### src/rtl/display_pkg.sv
// Shared constants for the sale-terminal seven-segment display path.
// Segment patterns are active-low {g,f,e,d,c,b,a}.
package display_pkg;

   localparam int NUM_DIGITS = 5;

   localparam logic [19:0] BCD_OVERFLOW = 20'hFFFFF;

   localparam logic [6:0] SEG_BLANK = 7'h7F;
   localparam logic [6:0] SEG_DASH  = 7'h3F;
   localparam logic [6:0] SEG_0     = 7'h40;
   localparam logic [6:0] SEG_1     = 7'h79;
   localparam logic [6:0] SEG_2     = 7'h24;
   localparam logic [6:0] SEG_3     = 7'h30;
   localparam logic [6:0] SEG_4     = 7'h19;
   localparam logic [6:0] SEG_5     = 7'h12;
   localparam logic [6:0] SEG_6     = 7'h02;
   localparam logic [6:0] SEG_7     = 7'h78;
   localparam logic [6:0] SEG_8     = 7'h00;
   localparam logic [6:0] SEG_9     = 7'h10;

   // Glyph for a single BCD nibble; non-decimal codes render blank.
   function automatic logic [6:0] bcd_glyph(input logic [3:0] nibble);
      logic [6:0] seg;
      case (nibble)
         4'd0:    seg = SEG_0;
         4'd1:    seg = SEG_1;
         4'd2:    seg = SEG_2;
         4'd3:    seg = SEG_3;
         4'd4:    seg = SEG_4;
         4'd5:    seg = SEG_5;
         4'd6:    seg = SEG_6;
         4'd7:    seg = SEG_7;
         4'd8:    seg = SEG_8;
         4'd9:    seg = SEG_9;
         default: seg = SEG_BLANK;
      endcase
      return seg;
   endfunction

endpackage

### src/rtl/seg7_decode.sv
// Combinational nibble-to-segment decoder with dash and blank overrides.
// Dash wins over blank, blank wins over the nibble glyph.
module seg7_decode
   import display_pkg::*;
(
   input  logic [3:0] nibble,
   input  logic       blank,
   input  logic       dash,
   output logic [6:0] seg_n
);

   always_comb begin
      seg_n = bcd_glyph(nibble);
      if (dash) begin
         seg_n = SEG_DASH;
      end else if (blank) begin
         seg_n = SEG_BLANK;
      end
   end

endmodule

### src/rtl/bcd_display_scan.sv
// Five-digit multiplexed seven-segment driver with a BCD shadow register.
// Build option: define LEADING_ZERO_BLANK_EN to blank leading zero digits.
module bcd_display_scan
   import display_pkg::*;
#(
   parameter int SCAN_DIV = 50000,
   parameter int DIGITS   = NUM_DIGITS
) (
   input  logic                clk,
   input  logic                reset_n,
   input  logic [4*DIGITS-1:0] bcd_in,
   input  logic                bcd_valid,
   output logic [6:0]          seg_n,
   output logic [DIGITS-1:0]   an_n,
   output logic                busy
);

   localparam int               PRE_W    = (SCAN_DIV > 2) ? $clog2(SCAN_DIV) : 1;
   localparam logic [PRE_W-1:0] PRE_LAST = PRE_W'(SCAN_DIV - 1);
   localparam logic [2:0]       IDX_LAST = 3'(DIGITS - 1);

   logic [4*DIGITS-1:0] shadow_reg;
   logic [PRE_W-1:0]    pre_reg;
   logic [PRE_W-1:0]    pre_next;
   logic [2:0]          idx_reg;
   logic [2:0]          idx_next;
   logic [6:0]          seg_n_reg;
   logic [6:0]          seg_n_next;
   logic [DIGITS-1:0]   an_n_reg;
   logic [DIGITS-1:0]   an_n_next;
   logic                busy_reg;

   logic [3:0]          nib [DIGITS];
   logic [DIGITS-1:0]   lz_mask;
   logic [3:0]          sel_nib;
   logic                sel_blank;
   logic                overflow;

   // Digit k is a leading zero when it and every more significant nibble is 0.
   generate
      for (genvar gi = 0; gi < DIGITS; gi++) begin : g_digit
         assign nib[gi] = shadow_reg[4*gi +: 4];
         if (gi == 0) begin : g_lsd
            assign lz_mask[gi] = 1'b0;
         end else begin : g_upper
`ifdef LEADING_ZERO_BLANK_EN
            assign lz_mask[gi] = (shadow_reg[4*DIGITS-1 : 4*gi] == '0);
`else
            assign lz_mask[gi] = 1'b0;
`endif
         end
      end
   endgenerate

   assign sel_nib   = nib[idx_reg];
   assign sel_blank = lz_mask[idx_reg];
   assign overflow  = (shadow_reg == BCD_OVERFLOW);

   seg7_decode u_decode (
      .nibble (sel_nib),
      .blank  (sel_blank),
      .dash   (overflow),
      .seg_n  (seg_n_next)
   );

   always_comb begin
      pre_next  = pre_reg + 1'b1;
      idx_next  = idx_reg;
      if (pre_reg == PRE_LAST) begin
         pre_next = '0;
         idx_next = (idx_reg == IDX_LAST) ? 3'd0 : idx_reg + 3'd1;
      end
      // Anodes stay dark for the first cycle of each slot to hide segment changes.
      an_n_next = '1;
      if (pre_reg != '0) begin
         an_n_next = ~(DIGITS'(1) << idx_reg);
      end
   end

   always_ff @(posedge clk or negedge reset_n) begin
      if (!reset_n) begin
         shadow_reg <= '0;
         pre_reg    <= '0;
         idx_reg    <= 3'd0;
         seg_n_reg  <= SEG_BLANK;
         an_n_reg   <= '1;
         busy_reg   <= 1'b0;
      end else begin
         if (bcd_valid) begin
            shadow_reg <= bcd_in;
         end
         pre_reg   <= pre_next;
         idx_reg   <= idx_next;
         seg_n_reg <= seg_n_next;
         an_n_reg  <= an_n_next;
         busy_reg  <= bcd_valid;
      end
   end

   assign seg_n = seg_n_reg;
   assign an_n  = an_n_reg;
   assign busy  = busy_reg;

endmodule
### config.mk
export PLATFORM = sky130hd
export DESIGN_NAME = bcd_display_scan
export DESIGN_NICKNAME = d
export VERILOG_FILES = /design/src/rtl/display_pkg.sv /design/src/rtl/seg7_decode.sv /design/src/rtl/bcd_display_scan.sv
export SDC_FILE = /design/constraint.sdc
export NUM_CORES = 1
export LEC_CHECK = 0
export ABC_AREA = 0
export BUFFER_PORTS_ARGS = -buffer_cell sky130_fd_sc_hd__buf_2
export CORE_UTILIZATION = 50
export DETAILED_ROUTE_END_ITERATION = 10
export PLACE_DENSITY = 0.76
export SYNTH_ARGS = -nofsm -noshare
export SYNTH_HDL_FRONTEND = slang
export SYNTH_SLANG_ARGS = --single-unit
export TNS_END_PERCENT = 5
### constraint.sdc
create_clock -name clk -period 2.6 [get_ports clk]
set_input_delay 0.52 -clock clk [delete_from_list [all_inputs] [get_ports clk]]
set_output_delay 0.52 -clock clk [all_outputs]
set_load 0.005 [all_outputs]
==> reports/qor.txt, run 1 <==
Status: finished clean
Cell Rows: 25
Prevailing post-synth register cell: dfrtp_1
Initial Util: 52.7%
Buf+Inv Stages, Crit Path: 1
Most frequent cells in the layout: dfrtp_1, buf_2, mux2_2
CP Cell Sequence: mux4_1, a21oi_1, inv_1, ha_1, nor4_1, a21oi_1
First-pass GRT wire length: 7550 um
CTS tree: built
N_diodes: 0
Largest net degree at the start of global routing: 30
Antenna violations before repair: 0
Critical-path maximum fanout: 5
Total grt overflow: 0
Max transition margin: 56.8%
Register area share after synthesis: 51.8%
Sink Count: 52
Final nets: 290
Worst-Margin Slew: 0.648 ns
Die height: 73.3 um
Final max-slew violation count: 0
GP Congestion: 0.883
Hold buffers post-CTS: 0
Setup_tns: 0 ns
Flop and latch count out of synthesis: 52
Syn Area/Cell: 11.8 um^2
CP required: 2.82 ns
CTS Root Cell: clkbuf_8
Number of max-cap violations: 0
Most frequent CP cell: a21oi_1
Mapped Nets: 252
R2R depth: 6
Synthesized area: 2540 um^2
Peak VDD IR: 0.416 mV
Clock skew after layout: 0.00644 ns
GR Util All Layers: 18.2%
HPWL after detailed placement: 3290 um
Reg area: 1320 um^2
DRT Wirelength: 4390 um
Flip-flop count of the largest register after layout: 20
Worst Setup End Kind: register
Post-CTS setup repair buffer count: 0
# port buffers: 35
Share of layout cells above drive strength 1: 33.7%
Core area: 4820 um^2
Synth cell types: 38
Hold_ws: 0.239 ns
EDFF count, synth: 0
Post-synth top area share: 39.4%
Area contributors post-synth: dfrtp_1, dfstp_2, mux2_2, ha_1, xor2_1
Final period util: 85.5%
DRT Pass-1 Iters: 4
Reg-to-reg endpoint: seg_n[5]
Asr flop ratio synth: 100%
Synthesis-to-finish area growth: 13.7%
Critical register-to-register path startpoint: idx_reg[0]
Post-CTS sizing: 0
R2r setup slk: 0.38 ns
Final hold vios: 0
Unrepaired setup endpoints after global routing: false
Synth area leader: dfrtp_1
Most common cell after layout, fill and taps aside: dfrtp_1
Die footprint: 5370 um^2
Kind of critical path: register to register
Initial drt markers: 157
Maximum clock insertion buffer count: 2
Via total after detailed routing: 1692
Chip width: 73.3 um
Vias per cell: 5.25
Detail Route Antenna Nets: 0
Clock Latency Late Sink: 0.29 ns
Mapped Cells: 216
Minimum clock period: 2.22 ns
Setup crit start kind: register
Ports: 36
# fillers: 407
CP startpoint: idx_reg[0]
Final setup fails: 0
Remaining DRCs: 0
Multi-input logic area: 1150 um^2
Vias in the first global route: 1651
Min-delay worst type: primary input to async pin
Max stage delay on crit path: 0.59 ns
CTS Buf Count: 5
H-tree Lvls: 2
Worst EP arrival: 2.45 ns
Wire per inst: 13.6 um
P per Cell Area: 562 nW/um^2
Synthesis Warnings: 0
Clock Pin Slew Worst Setup and Hold Paths: 0.09 ns
Leak: 1.26 nW
Crit path max-delay family: multiplexers
CP max-delay cell: mux4_1
Maximum operating frequency: 450 MHz
-- worst max path at each step --
stage / endpoint / cells after the start
floorplan: seg_n[5] / 7
global placement: seg_n[5] / 6
detailed placement: seg_n[5] / 6
CTS: seg_n[5] / 6
global route: seg_n[5] / 6
finish: seg_n[5] / 6
-- power breakdown --
part           switching [mW]  internal, mW  total (mW)
Sequential             0.0311         0.872       0.903
Clock                   0.249         0.286       0.535
Combinational          0.0897        0.0943       0.184
Total                   0.370          1.25        1.62
-- logic make-up (layout without fill, tap and decap cells) --
family	after synthesis	in the layout	share of synthesized area (%)
flops	52	52	51.8
mux	29	29	14.1
xor+xnor	14	14	4.83
buf+inv	14	53	2.71
simple gates	74	74	14.7
compound gates	20	20	5.32
fa+ha+maj	13	13	6.41
-- layout make-up --
type | count | share of cell area (%)
repair buffers | 38 | 6.85
flip-flops and latches | 52 | 45.6
well taps | 67 | 2.91
inverters | 7 | 0.911
multi-input cells | 150 | 40.0
clock inverters | 2 | 1.21
clock buffers | 6 | 2.52
-- worst reg2reg max path: stages (launching register included) --
cell     delay, ns
dfrtp_1       0.44
mux4_1        0.59
a21oi_1       0.40
inv_1         0.15
ha_1          0.21
nor4_1        0.29
a21oi_1       0.07
-- cells in the mapped netlist, types with 2 or more instances --
library cell	n
xnor2_1	6
nand4_1	8
a32oi_1	2
clkbuf_1	4
dfrtp_1	40
dfstp_2	12
xor2_1	8
buf_6	2
nor2_1	18
nand2_1	15
a21oi_1	8
and2_1	3
o21ai_0	5
and3_1	5
nor3_1	5
mux2i_1	4
nand3_1	8
inv_1	6
mux2_2	22
nor4_1	5
ha_1	13
-- stage by stage --
stage / power, mW / instance area, um^2 / setup slack [ns] / std cells / util [%]
2_1_floorplan: 1.03 / 2540 / 0.557 / 216 / -
3_3_place_gp: 1.10 / 2780 / 0.548 / 314 / 57.7
3_5_place_dp: 1.10 / 2780 / 0.445 / 314 / 57.7
4_1_cts: 1.64 / 2890 / 0.383 / 322 / 59.9
5_1_grt: 1.70 / 2890 / 0.287 / 322 / 59.9
6_report: 1.62 / 2890 / 0.378 / 322 / 59.9
-- layer usage --
metal	vias to the layer above	wire length [um]	global-route usage, %
met5	-	0	0
met4	0	37	5.23
met3	4	199	4.66
met2	47	1890	26.5
met1	796	2260	26.9
li1	845	-	-
(Power assumes the default switching activity.)
==> run 2: changes to the inputs <==
- SYNTH_HIERARCHICAL: unset -> 1
==> run 2 against run 1 <==
Sequential power decreased by 1%; hold slack lost 0.075 ns; final area rose by 0.69%; first-iteration DRC count down 11%; area after synthesis is essentially flat; maximum frequency up 5.9%.
==> reports/qor.txt, run 2 <==
Status: finished clean
Most Crowded Layer GR: met2
Area contributors post-synth: dfrtp_1, dfstp_2, mux2_2, ha_1, mux2i_1
Leak: 1.29 nW (+2.2%)
Cell Rows: 25 (unchanged)
Post-Synth Simple-Gate Area: 15.3% (+0.53 points)
Largest net degree at the start of global routing: 23 (-23%)
Clock Latency Late Sink: 0.30 ns (about the same)
CTS Buf Count: 5 (unchanged)
Kind of critical path: register to register
Synthesis Warnings: 6 (+6)
Peak VDD IR: 0.364 mV (-13%)
Most frequent cells in the layout: dfrtp_1, buf_2, mux2_2
Met2 Usage GRT: 27.5% (+0.93 points)
Chip width: 73.3 um (about the same)
Maximum clock insertion buffer count: 2 (unchanged)
GP Congestion: 0.831 (-5.9%)
GR Util All Layers: 18.9% (+0.69 points)
Prevailing post-synth register cell: dfrtp_1
Critical-path maximum fanout: 9 (+4)
Compound-Gate Fraction of Synth Area: 5.32% (about the same)
Most common cell after layout, fill and taps aside: dfrtp_1
Final instance area: 2910 um^2 (+0.69%)
Clock skew after layout: 0.00428 ns (-0.00215 ns)
Worst EP arrival: 2.34 ns (-0.11 ns)
HPWL after detailed placement: 3220 um (-2.3%)
Wire per inst: 13.3 um (-2.5%)
EDFF count, synth: 0 (unchanged)
DP Area: 2810 um^2 (+1.3%)
Count leader, synth: dfrtp_1
Flip-flop count of the largest register after layout: 20 (unchanged)
R2r setup slk: 0.50 ns (+0.12 ns)
Share of layout cells above drive strength 1: 34.1% (+0.37 points)
Maximum operating frequency: 477 MHz (+5.9%)
Met3 usage: 5.62% (+0.96 points)
Core area: 4820 um^2 (unchanged)
Antenna violations before repair: 0 (unchanged)
Power, Total: 1.52 mW (-6.2%)
N_diodes: 0 (unchanged)
Final max-slew violation count: 0 (unchanged)
Final Util: 60.3% (+0.42 points)
Final setup fails: 0 (unchanged)
Synthesis-to-finish area growth: 14.4%
P per Cell Area: 524 nW/um^2 (-6.8%)
Initial Util: 52.7% (about the same)
Sink Count: 52 (unchanged)
Mux contribution to synthesized area: 13.7% (-0.40 points)
Via total after detailed routing: 1710 (+1.1%)
Worst Setup End Kind: register
DRT Pass-1 Iters: 4 (unchanged)
Detail Route Antenna Nets: 0 (unchanged)
DRT Wirelength: 4400 um (+0.25%)
Worst-Margin Slew: 0.678 ns (+0.0306 ns)
Synth area leader: dfrtp_1
Vias per cell: 5.17 (-1.7%)
Post-CTS setup repair buffer count: 0 (unchanged)
Post-Synth Adder-Cell Area: 5.91% (-0.50 points)
Largest family of logic cells by synthesized area: simple AND/OR/NAND/NOR gates
Minimum clock period: 2.10 ns (-0.124 ns)
Critical register-to-register path startpoint: idx_reg[2]
Asr flop ratio synth: 100% (unchanged)
Setup crit start kind: register
Unrepaired setup endpoints after global routing: false
Synth cell types: 41 (+7.9%)
Most instantiated cells after synthesis: dfrtp_1, mux2_2, nor2_1
CP required: 2.84 ns (+0.02 ns)
Die height: 73.3 um (about the same)
R2R depth: 9 (+3)
Crit path capture: seg_n[3]
CP startpoint: idx_reg[2]
Remaining DRCs: 0 (unchanged)
Mapped Cells: 219 (+1.4%)
Min-delay worst type: primary input to async pin
Total grt overflow: 0 (unchanged)
Setup_tns: 0 ns (unchanged)
Number of max-cap violations: 0 (unchanged)
Synthesized area: 2540 um^2 (about the same)
Post-synth top area share: 39.4% (about the same)
Ports: 36 (unchanged)
Clock Pin Slew Worst Setup and Hold Paths: 0.09 ns (about the same)
XOR/XNOR share of the synthesized area: 4.48% (-0.35 points)
Max stage delay on crit path: 0.50 ns (-0.09 ns)
Final period util: 80.7% (-4.8 points)
CTS Root Cell: clkbuf_8
Final hold vios: 0 (unchanged)
CP max-delay cell: dfrtp_1
Vias in the first global route: 1638 (-0.79%)
Hold buffers post-CTS: 0 (unchanged)
# port buffers: 35 (unchanged)
Post-CTS sizing: 0 (unchanged)
Most frequent CP cell: inv_1
CTS tree: built
First-pass GRT wire length: 7560 um (+0.19%)
Reg-to-reg endpoint: seg_n[3]
Syn Area/Cell: 11.6 um^2 (-1.3%)
Max transition margin: 54.4% (-2.4 points)
Flop and latch count out of synthesis: 52 (unchanged)
Final nets: 298 (+2.8%)
Die footprint: 5370 um^2 (about the same)
H-tree Lvls: 2 (unchanged)
Register area share after synthesis: 51.8% (about the same)
Hold_ws: 0.164 ns (-0.0754 ns)
Initial drt markers: 139 (-11%)
CP Cell Sequence: inv_1, nor2_1, a21oi_1, o22ai_1, inv_1, ha_1, nand2_1, o21ai_0, o21ai_1
Global routing usage on met1: 26.8% (-0.13 points)
run 2: cell count changes after synthesis, moves of 3 or more:
| cell | previous run | this run |
|---|---|---|
| and3_1 | 5 | 0 |
| inv_1 | 6 | 11 |
| mux2i_1 | 4 | 9 |
| o21ai_0 | 5 | 2 |
| o21ai_1 | 1 | 4 |
| o22ai_1 | 1 | 4 |
| xor2_1 | 8 | 5 |
run 2: layout make-up:
cell class,count,area (um^2)
sequential,52,1320
clock inverter,2,10.0
clock buffer,6,82.6
timing repair buffer,41,220
tap,67,83.8
multi-input combinational,152,1150
fill,410,1910
inverter,11,41.3
run 2: how the worst min path moves through the flow:
stage	to	slack, ns
6_report	pre_reg[1]	0.16
5_1_grt	pre_reg[1]	0.18
4_1_cts	pre_reg[1]	0.17
3_5_place_dp	pre_reg[1]	0.51
3_3_place_gp	pre_reg[0]	0.51
2_1_floorplan	busy	0.22
run 2: per-stage QoR:
step | instances | setup slack [ns]
final | 331 | 0.502
after floorplan | 222 | 0.515
after global placement | 323 | 0.585
after global routing | 331 | 0.266
after CTS | 331 | 0.521
after detailed placement | 323 | 0.539
run 2: logic make-up (layout without fill, tap and decap cells):
group | after synthesis | after routing
and+or+nand+nor | 68 | 68
DFF | 52 | 52
muxes | 32 | 32
AOI/OAI and AO/OA | 23 | 23
buffers and inverters | 18 | 60
xor gates and xnor gates | 13 | 13
adders and majority gates | 12 | 12
other | 1 | 4
run 2: routing by layer:
layer | share of wire [%] | vias up
li1 | - | 853
met1 | 50 | 809
met2 | 43 | 42
met3 | 5.7 | 6
met4 | 1.3 | 0
met5 | 0 | -
run 2: power by group:
| group | internal, mW | switching, mW | total [mW] | leakage (nW) |
|---|---|---|---|---|
| logic | 0.0812 | 0.0801 | 0.161 | 0.613 |
| clock network | 0.213 | 0.256 | 0.469 | 0.0510 |
| registers | 0.861 | 0.0300 | 0.891 | 0.623 |
| total | 1.16 | 0.366 | 1.52 | 1.29 |
run 2: worst max-delay path, delay by kind of cell (launching register included):
| kind | cells | cell delay, ns |
|---|---|---|
| AO/OA/AOI/OAI | 4 | 0.64 |
| flip-flops | 1 | 0.50 |
| AND/OR/NAND/NOR | 2 | 0.33 |
| adder cells (fa/ha/maj) | 1 | 0.30 |
| buffers and inverters | 2 | 0.28 |
==> run 3: changes to the inputs <==
- clock period: 2.6 -> 2.2 ns (I/O delays scaled with it)
==> run 3 against run 2 <==
Combinational power rose by 19%; die area did not move; critical path type unchanged; sequential share of layout area fell by 0.43 points; core utilization rose by 0.57 points; global-route usage fell by 0.22 points; critical path depth fell by 1; maximum frequency rose by 6.7%; flip-flop and latch count did not move; clock power rose by 19%.
==> reports/qor.txt, run 3 (synthesis results as in run 2) <==
Vias in the first global route: 1637 (-0.061%)
DP Area: 2840 um^2 (+0.98%)
Total grt overflow: 0 (unchanged)
Clock skew after layout: 0.0118 ns (+0.00754 ns)
N_diodes: 0 (unchanged)
Worst Setup End Kind: register
Hold buffers post-CTS: 0 (unchanged)
Vias per cell: 5.12 (-0.83%)
# fillers: 414 (+0.98%)
Leak: 1.30 nW (+1.2%)
Share of layout cells above drive strength 1: 34.6% (+0.50 points)
Flip-flop count of the largest register after layout: 20 (unchanged)
H-tree Lvls: 2 (unchanged)
Kind of critical path: register to register
Maximum operating frequency: 509 MHz (+6.7%)
Min-delay worst type: primary input to async pin
Wire per inst: 13.1 um (-1.8%)
GP Congestion: 0.771 (-7.2%)
DRT Wirelength: 4350 um (-1.2%)
Peak VDD IR: 0.457 mV (+26%)
CTS Buf Count: 5 (unchanged)
Final max-slew violation count: 0 (unchanged)
Reg-to-reg endpoint: seg_n[3]
Setup_tns: 0 ns (unchanged)
DRT Pass-1 Iters: 6 (+2)
Worst EP arrival: 2.21 ns (-0.13 ns)
Remaining DRCs: 0 (unchanged)
Sink Count: 52 (unchanged)
CP required: 2.44 ns (-0.40 ns)
Initial drt markers: 130 (-6.5%)
Detail Route Antenna Nets: 0 (unchanged)
Post-CTS sizing: 0 (unchanged)
Max transition margin: 63.4% (+8.9 points)
Number of max-cap violations: 0 (unchanged)
First-pass GRT wire length: 7420 um (-1.9%)
Antenna violations before repair: 0 (unchanged)
Buf+Inv Stages, Crit Path: 1 (-1)
Final period util: 89.3% (+8.6 points)
CTS tree: built
Largest net degree at the start of global routing: 30 (+30%)
GR Util All Layers: 18.7% (-0.22 points)
Final instance area: 2930 um^2 (+0.95%)
Final nets: 300 (+0.67%)
CTS Root Cell: clkbuf_8
Synthesis-to-finish area growth: 15.5%
Post-CTS setup repair buffer count: 0 (unchanged)
# port buffers: 35 (unchanged)
Die height: 73.3 um (unchanged)
Via total after detailed routing: 1706 (-0.23%)
Unrepaired setup endpoints after global routing: false
Critical register-to-register path startpoint: idx_reg[0]
CP max-delay cell: dfrtp_1
Max stage delay on crit path: 0.51 ns (about the same)
Power, Total: 1.80 mW (+18%)
R2R depth: 8 (-1)
HPWL after detailed placement: 3230 um (+0.50%)
Clock Latency Late Sink: 0.32 ns (+0.02 ns)
Maximum clock insertion buffer count: 2 (unchanged)
Minimum clock period: 1.97 ns (-0.133 ns)
Final hold vios: 0 (unchanged)
Die footprint: 5370 um^2 (unchanged)
Setup crit start kind: register
CP Cell Sequence: nor2_1, a21oi_1, o22ai_1, inv_1, ha_1, nand2_1, o21ai_0, o21ai_1
Most common cell after layout, fill and taps aside: dfrtp_1
Final setup fails: 0 (unchanged)
Critical-path maximum fanout: 8 (-1)
R2r setup slk: 0.23 ns (-0.27 ns)
Ports: 36 (unchanged)
P per Cell Area: 614 nW/um^2 (+17%)
Chip width: 73.3 um (unchanged)
CP startpoint: idx_reg[0]
Crit path max-delay family: compound AO/OA/AOI/OAI gates
Core area: 4820 um^2 (unchanged)
Most frequent cells in the layout: dfrtp_1, buf_2, mux2_2
Initial Util: 52.7% (unchanged)
Clock Pin Slew Worst Setup and Hold Paths: 0.09 ns (about the same)
Status: finished clean
Cell Rows: 25 (unchanged)
Worst-Margin Slew: 0.550 ns (-0.129 ns)
==> run 3: cell types whose count changed in the layout (fill, tap and decap cells not counted) <==
cell,previous run,this run
buf_12,0,1
buf_4,6,7
==> run 3: power breakdown <==
part	total (mW)	switching (mW)	internal, mW
registers	1.05	0.0360	1.02
clock network	0.557	0.306	0.251
logic	0.191	0.0936	0.0973
==> run 3: worst max-delay path by stage <==
| stage | cells after the start | to | slack, ns |
|---|---|---|---|
| 6_report | 8 | seg_n[3] | 0.23 |
| 5_1_grt | 8 | seg_n[3] | 0.006 |
| 4_1_cts | 8 | seg_n[3] | 0.23 |
| 3_5_place_dp | 7 | seg_n[6] | 0.27 |
| 3_3_place_gp | 7 | seg_n[6] | 0.31 |
| 2_1_floorplan | 8 | seg_n[6] | 0.12 |
==> run 3: cell type report <==
type,instances,area (um^2),area share [%]
Sequential cell,52,1320,44.9
Multi-Input combinational cell,152,1150,39.2
Timing Repair Buffer,43,248,8.45
Tap cell,67,83.8,2.86
Clock buffer,6,82.6,2.82
Inverter,11,41.3,1.41
Clock inverter,2,10.0,0.341
==> run 3: through the flow <==
stage	worst slack, ns	cells	hold slack (ns)	util, %
3_3_place_gp	0.315	325	0.464	59.0
6_report	0.235	333	0.0993	60.9
5_1_grt	0.00593	333	0.142	60.9
3_5_place_dp	0.266	325	0.469	59.0
4_1_cts	0.228	333	0.118	60.9
2_1_floorplan	0.115	222	0.144	-
==> run 3: layer usage <==
| metal | vias up | routed length, um | global-route usage, % | part of all wire (%) |
|---|---|---|---|---|
| met5 | - | 0 | 0 | 0 |
| met4 | 0 | 74 | 8.71 | 1.7 |
| met3 | 8 | 177 | 5.35 | 4.1 |
| met2 | 38 | 2010 | 27.8 | 46 |
| met1 | 812 | 2080 | 25.4 | 48 |
| li1 | 848 | - | - | - |
